File: config.mk
export PLATFORM = sky130hd
export DESIGN_NAME = wb_port_arbiter
export DESIGN_NICKNAME = d
export VERILOG_FILES = /design/src/rtl/riscv_pkg.sv /design/src/rtl/wb_res_fifo.sv /design/src/rtl/wb_port_arbiter.sv
export SDC_FILE = /design/constraint.sdc
export NUM_CORES = 1
export LEC_CHECK = 0
export BUFFER_PORTS_ARGS = -buffer_cell sky130_fd_sc_hd__buf_2
export CAP_MARGIN = 10
export CORE_MARGIN = 10
export CORE_UTILIZATION = 58
export CTS_BUF_LIST = sky130_fd_sc_hd__clkbuf_16
export CTS_CLUSTER_DIAMETER = 100
export DETAILED_ROUTE_END_ITERATION = 6
export HOLD_SLACK_MARGIN = 0.03
export PLACE_DENSITY = 0.89
export SLEW_MARGIN = 20
export SYNTH_ARGS = -nofsm -noshare
export SYNTH_HDL_FRONTEND = slang
export SYNTH_HIERARCHICAL = 1
export SYNTH_SLANG_ARGS = --single-unit
File: constraint.sdc
create_clock -name clk_i -period 6.1 [get_ports clk_i]
set_clock_uncertainty 0.05 [all_clocks]
set_input_delay 1.83 -clock clk_i [delete_from_list [all_inputs] [get_ports clk_i]]
set_output_delay 1.83 -clock clk_i [all_outputs]
set_load 0.01 [all_outputs]
File: src/rtl/riscv_pkg.sv
// Shared core types: datapath width, writeback arbiter state and the
// buffered writeback request carried through the unit-result FIFO.
package riscv_pkg;

  localparam int unsigned XLEN = 32;

  // x0 is hardwired to zero; writes to it are never issued.
  localparam logic [4:0] REG_X0 = 5'd0;

  // IDLE: no buffered result. PEND: results buffered, pipeline wins the
  // port. FORCE: unit wins the port and the pipeline is stalled.
  typedef enum logic [1:0] {
    IDLE  = 2'd0,
    PEND  = 2'd1,
    FORCE = 2'd2
  } wb_arb_state_e;

  typedef struct packed {
    logic [4:0]      rd;
    logic [XLEN-1:0] wdata;
  } wb_req_t;

endpackage

File: src/rtl/wb_res_fifo.sv
// Small synchronous FIFO of writeback requests with head peek. Pointers
// wrap naturally because DEPTH is a power of two.
module wb_res_fifo
  import riscv_pkg::*;
#(
  parameter  int unsigned DEPTH = 2,
  localparam int unsigned PTR_W = (DEPTH > 1) ? $clog2(DEPTH) : 1,
  localparam int unsigned CNT_W = PTR_W + 1
) (
  input  logic             clk_i,
  input  logic             rst_ni,
  input  logic             push_i,
  input  wb_req_t          push_data_i,
  input  logic             pop_i,
  output wb_req_t          head_o,
  output logic             full_o,
  output logic             empty_o,
  output logic [CNT_W-1:0] count_o
);

  wb_req_t          mem_q [DEPTH];
  logic [PTR_W-1:0] wr_ptr_q, wr_ptr_d;
  logic [PTR_W-1:0] rd_ptr_q, rd_ptr_d;
  logic [CNT_W-1:0] count_q, count_d;
  logic             do_push, do_pop;

  assign full_o  = (count_q == CNT_W'(DEPTH));
  assign empty_o = (count_q == '0);
  assign count_o = count_q;
  assign head_o  = mem_q[rd_ptr_q];

  // Pointer and occupancy next-state; a push is refused while full.
  always_comb begin
    // NOTE: every always_comb output gets a default first so no path leaves it unassigned (no latch).
    wr_ptr_d = wr_ptr_q;
    rd_ptr_d = rd_ptr_q;
    count_d  = count_q;
    do_push  = push_i && !full_o;
    do_pop   = pop_i && !empty_o;
    if (do_push) wr_ptr_d = wr_ptr_q + PTR_W'(1);
    if (do_pop)  rd_ptr_d = rd_ptr_q + PTR_W'(1);
    if (do_push && !do_pop)      count_d = count_q + CNT_W'(1);
    else if (do_pop && !do_push) count_d = count_q - CNT_W'(1);
  end

  // Control state register; reset discards all buffered contents.
  always_ff @(posedge clk_i or negedge rst_ni) begin
    // NOTE: sequential state uses non-blocking assignments so all flops update together.
    if (!rst_ni) begin
      wr_ptr_q <= '0;
      rd_ptr_q <= '0;
      count_q  <= '0;
    end else begin
      wr_ptr_q <= wr_ptr_d;
      rd_ptr_q <= rd_ptr_d;
      count_q  <= count_d;
    end
  end

  // Storage array written on accepted push.
  always_ff @(posedge clk_i) begin
    // NOTE: storage is deliberately not reset; an empty count makes stale entries unreachable.
    if (do_push) mem_q[wr_ptr_q] <= push_data_i;
  end

endmodule

File: src/rtl/wb_port_arbiter.sv
// Shares the register-file write port between the in-order writeback stage
// and an out-of-band variable-latency unit. Unit results are buffered and
// drained into idle pipeline slots; starvation, a full buffer or a
// destination collision stall the pipeline for a cycle to force a drain.
module wb_port_arbiter
  import riscv_pkg::*;
#(
  parameter int unsigned BUF_DEPTH  = 2,
  parameter int unsigned STARVE_MAX = 4
) (
  input  logic            clk_i,
  input  logic            rst_ni,
  input  logic            pipe_we_i,
  input  logic [4:0]      pipe_rd_i,
  input  logic [XLEN-1:0] pipe_wdata_i,
  output logic            pipe_stall_o,
  input  logic            lu_valid_i,
  input  logic [4:0]      lu_rd_i,
  input  logic [XLEN-1:0] lu_wdata_i,
  output logic            lu_ready_o,
  output logic            rf_we_o,
  output logic [4:0]      rf_waddr_o,
  output logic [XLEN-1:0] rf_wdata_o,
  output logic            busy_o
);

  localparam int unsigned CNT_W    = ((BUF_DEPTH > 1) ? $clog2(BUF_DEPTH) : 1) + 1;
  localparam int unsigned STARVE_W = $clog2(STARVE_MAX + 1);

  wb_arb_state_e         state_q, state_d;
  logic [STARVE_W-1:0]   starve_q, starve_d;
  logic                  rf_we_q, rf_we_d;
  logic [4:0]            rf_waddr_q, rf_waddr_d;
  logic [XLEN-1:0]       rf_wdata_q, rf_wdata_d;

  wb_req_t               head;
  logic                  fifo_full, fifo_empty;
  logic [CNT_W-1:0]      fifo_count, count_nxt;
  logic                  enq, deq, collision, stall, pipe_fire;

  assign enq          = lu_valid_i && !fifo_full;
  assign lu_ready_o   = !fifo_full;
  assign busy_o       = !fifo_empty;
  assign pipe_stall_o = stall;
  assign rf_we_o      = rf_we_q;
  assign rf_waddr_o   = rf_waddr_q;
  assign rf_wdata_o   = rf_wdata_q;

  wb_res_fifo #(.DEPTH(BUF_DEPTH)) u_fifo (
    .clk_i       (clk_i),
    .rst_ni      (rst_ni),
    .push_i      (enq),
    .push_data_i ('{rd: lu_rd_i, wdata: lu_wdata_i}),
    .pop_i       (deq),
    .head_o      (head),
    .full_o      (fifo_full),
    .empty_o     (fifo_empty),
    .count_o     (fifo_count)
  );

  // Port grant: stall decision, which source owns the port, and the write it issues.
  always_comb begin
    collision = !fifo_empty && pipe_we_i && (pipe_rd_i == head.rd) && (head.rd != REG_X0);
    stall     = (state_q == FORCE) || collision;
    pipe_fire = pipe_we_i && (pipe_rd_i != REG_X0) && !stall;

    deq = 1'b0;
    unique case (state_q)
      PEND:    deq = !pipe_fire;
      FORCE:   deq = 1'b1;
      default: deq = 1'b0;
    endcase
    // An older buffered result to the same register must land first.
    if (collision) deq = 1'b1;
    deq = deq && !fifo_empty;

    rf_we_d    = 1'b0;
    rf_waddr_d = rf_waddr_q;
    rf_wdata_d = rf_wdata_q;
    if (pipe_fire) begin
      rf_we_d    = 1'b1;
      rf_waddr_d = pipe_rd_i;
      rf_wdata_d = pipe_wdata_i;
    end else if (deq && (head.rd != REG_X0)) begin
      rf_we_d    = 1'b1;
      rf_waddr_d = head.rd;
      rf_wdata_d = head.wdata;
    end
  end

  // FSM next state and starve counter, based on occupancy at end of cycle.
  always_comb begin
    count_nxt = fifo_count + CNT_W'(enq) - CNT_W'(deq);
    state_d   = state_q;
    starve_d  = starve_q;
    unique case (state_q)
      IDLE: begin
        starve_d = '0;
        if (count_nxt != '0) state_d = PEND;
      end
      PEND: begin
        if (deq)            starve_d = '0;
        else if (pipe_fire) starve_d = starve_q + STARVE_W'(1);
        if (count_nxt == '0)
          state_d = IDLE;
        else if ((starve_d == STARVE_W'(STARVE_MAX)) || (count_nxt == CNT_W'(BUF_DEPTH)))
          state_d = FORCE;
      end
      FORCE: begin
        starve_d = '0;
        if (count_nxt == '0)                     state_d = IDLE;
        else if (count_nxt == CNT_W'(BUF_DEPTH)) state_d = FORCE;
        else                                     state_d = PEND;
      end
      default: begin
        state_d  = IDLE;
        starve_d = '0;
      end
    endcase
  end

  // FSM, starve counter and registered register-file write port.
  always_ff @(posedge clk_i or negedge rst_ni) begin
    if (!rst_ni) begin
      state_q    <= IDLE;
      starve_q   <= '0;
      rf_we_q    <= 1'b0;
      rf_waddr_q <= '0;
      rf_wdata_q <= '0;
    end else begin
      state_q    <= state_d;
      starve_q   <= starve_d;
      rf_we_q    <= rf_we_d;
      rf_waddr_q <= rf_waddr_d;
      rf_wdata_q <= rf_wdata_d;
    end
  end

endmodule

==> qor.yml <==
ys_warn_count: 6
track_usage_pct: 19.0
clkTransAtPathRegs_ps: 50
critPathMaxStageDelay_ps: 230
synth_area_per_cell_um2: 14.3
rsz0062_at_grt: "false"
fillCellCount: 550
syn_nets: 460
yosys.cell_types.count: 44
die_x_um: 116
synth_ff_type: "edfxtp_1"
start_kind: "input pin"
cts.path.max_buffers: 2
ctsResizeCount: 0
synth-async-reset-ratio_pct: 38.8
worstMarginPinSlew_ps: 937
cts_buffers: 17
hpwl_um: 8200
fp.dieH_um: 116
required_ps: 4220
first_pass_iters: 5
hold-worst-slack_ps: 471
slew_violations: 0
syn_area_um2: 5330
post_synth_inst_count: 374
area_growth_pct: 25.6
grt_overflow_total: 0
dieArea_um2: 13400
clock.fmax_mhz: 217
h-tree-depth: 4
ant_nets: 0
peakVddDrop_uv: 288
tritoncts: "yes"
grt_pass1_vias: 3761
initial_core_util_pct: 60.3
powerDensity_nw_per_um2: 546
post-cts-setup-buffers: 0
worstPathCellList: "buf_2 -> xnor2_1 -> nand4_2 -> o21bai_1 -> buf_2"
leakagePower_uw: 0.00289
critPathTopFamily: "buffers and inverters"
vias_per_cell: 5.54
synth-edff-count: 74
finalSetupTns_ps: 0
coreArea_um2: 8850
status: "finished clean"
clk_latency_ps: 400
final_cells: 624
wire_per_inst_um: 20.0
critPathMaxFanout: 5
setup-violations-final: 0
hold_class: "register to register"
io_pins: 119
path_common_cell: "buf_2"
fin_crit_sh_pct: 75.5
row_count: 34
drc_errors: 0
maxCapViolations: 0
ys_ff_latch: 121
min_period_ps: 4600
grt_pass1_wl_um: 19400
grt_antenna_before_repair: 2
vias: 3457
grt_max_degree: 51
path_class: "input pin to output pin"
port_buffers: 118
post-place-cells: 588
critPathBufInv: 2
root_buffer: "clkbuf_16"
drive_gt1_share_pct: 39.5
wl_um: 12500
power.total_uw: 3660
end_kind: "output pin"
cp_slowest_cell: "nand4_2"
gp_congestion: 0.857
crit_arrival_ps: 2720
yosysSeqAreaShare_pct: 63.7
drt_iter0_drc: 222
timing.final.hold_violations: 0
slew_headroom_pct: 37.5
final_nets: 587
clock-sinks: 121
cts_hold_buf: 0
-- layer usage --
metal,vias to the layer above,track usage (%),share of wire (%)
met3,11,6.93,7.9
met2,126,33.6,54
met4,0,7.26,1.2
met5,-,0,0
li1,1616,-,-
met1,1704,20.3,37
-- power by group --
group,total (uW),internal (uW),switching (uW)
clock network,1050,685,366
logic,1310,580,729
registers,1300,1170,133
-- stage by stage --
step	utilization (%)	instance area, um2	setup WS, ps
final	75.7	6700	1500
after global placement	68.0	6020	1460
after global routing	75.7	6700	1410
after detailed placement	68.0	6020	1310
after CTS	75.1	6640	1500
after floorplan	-	5330	1700
-- registers in the layout, indices dropped and copies added (netlist names) --
| name | count |
|---|---|
| u_fifo/mem_q | 74 |
| rf_wdata_o | 32 |
| rf_waddr_o | 5 |
| starve_q | 3 |
| state_q | 2 |
| u_fifo/count_o | 2 |
| rf_we_o | 1 |
| u_fifo/rd_ptr_q | 1 |
| u_fifo/wr_ptr_q | 1 |
-- path summary, 6_finish.rpt --
path                                       from         endpoint  slack, ps  cells past startpoint
worst max-delay path               pipe_rd_i[4]     pipe_stall_o       1500                      5
worst min-delay path              rf_wdata_o[7]    rf_wdata_o[7]        470                      2
worst max register to register  u_fifo/rd_ptr_q       state_q[1]       1910                     15
worst min register to register    rf_wdata_o[7]    rf_wdata_o[7]        470                      2
max in group asynchronous                rst_ni  u_fifo/rd_ptr_q       4040                      2
min in group asynchronous                rst_ni    rf_waddr_o[2]       1490                      2
-- worst reg2reg max path, cell delays in order, from the launching register on --
cell	delay [ps]
dfrtp_2	430
buf_4	500
mux2_4	410
xnor2_1	190
nand4_2	230
o22ai_2	280
and2_1	180
ha_1	220
inv_1	70
ha_1	260
and2_1	180
o21ai_0	70
nor2_1	60
a22o_1	280
or4_1	520
o211ai_1	170
-- cell usage after synthesis, drive strengths merged (2+ instances only) --
cell	count	area share, %
xor2	2	0.33
nand2b	2	0.23
buf	14	1.7
and2	5	0.59
o211ai	2	0.28
nand3	2	0.19
nor2	46	3.2
inv	13	0.91
o21a	4	0.56
mux2	37	9.2
edfxtp	74	42
clkbuf	2	0.14
xnor2	10	1.8
a21oi	40	3.8
mux2i	37	6.9
o21ai	7	0.80
nor3	3	0.28
nand2	2	0.14
or4	2	0.35
dfrtp	47	22
ha	8	1.9
-- placed cells by master (no fill, tap or decap), types with 2 or more instances in the layout --
master,count
o21a_1,4
buf_2,118
o21ai_0,2
nand2_1,2
buf_16,2
mux2_2,17
inv_1,13
edfxtp_1,74
ha_1,8
clkinvlp_4,2
mux2_4,20
o211ai_1,2
nor3_1,3
bufinv_16,4
nand3_1,2
o21ai_4,2
clkinv_4,4
nor2_1,45
o21ai_1,3
and2_1,5
buf_4,4
inv_6,2
clkbuf_16,17
a21oi_1,40
nand2b_1,2
mux2i_1,37
dfrtp_1,46
xnor2_1,9
diode_2,2
xor2_1,2
-- logic make-up after synthesis --
group,share of synthesized area (%)
AND/OR/NAND/NOR,5.84
multiplexers,16.2
buffers and inverters,2.77
AO/OA/AOI/OAI,7.53
adder cells (fa/ha/maj),1.88
XOR/XNOR,2.11
flip-flops,63.7
-- layout make-up --
class / count / area [um2] / share of cell area (%)
repair buffers: 124 / 676 / 10.1
clock inverters: 15 / 200 / 2.99
well taps: 108 / 135 / 2.02
clock buffers: 17 / 425 / 6.35
flip-flops and latches: 121 / 3400 / 50.7
multi-input cells: 224 / 1810 / 27.0
inverters: 13 / 48.8 / 0.728
diodes: 2 / 5.00 / 0.0747
Power figures use the tool's default switching activity.
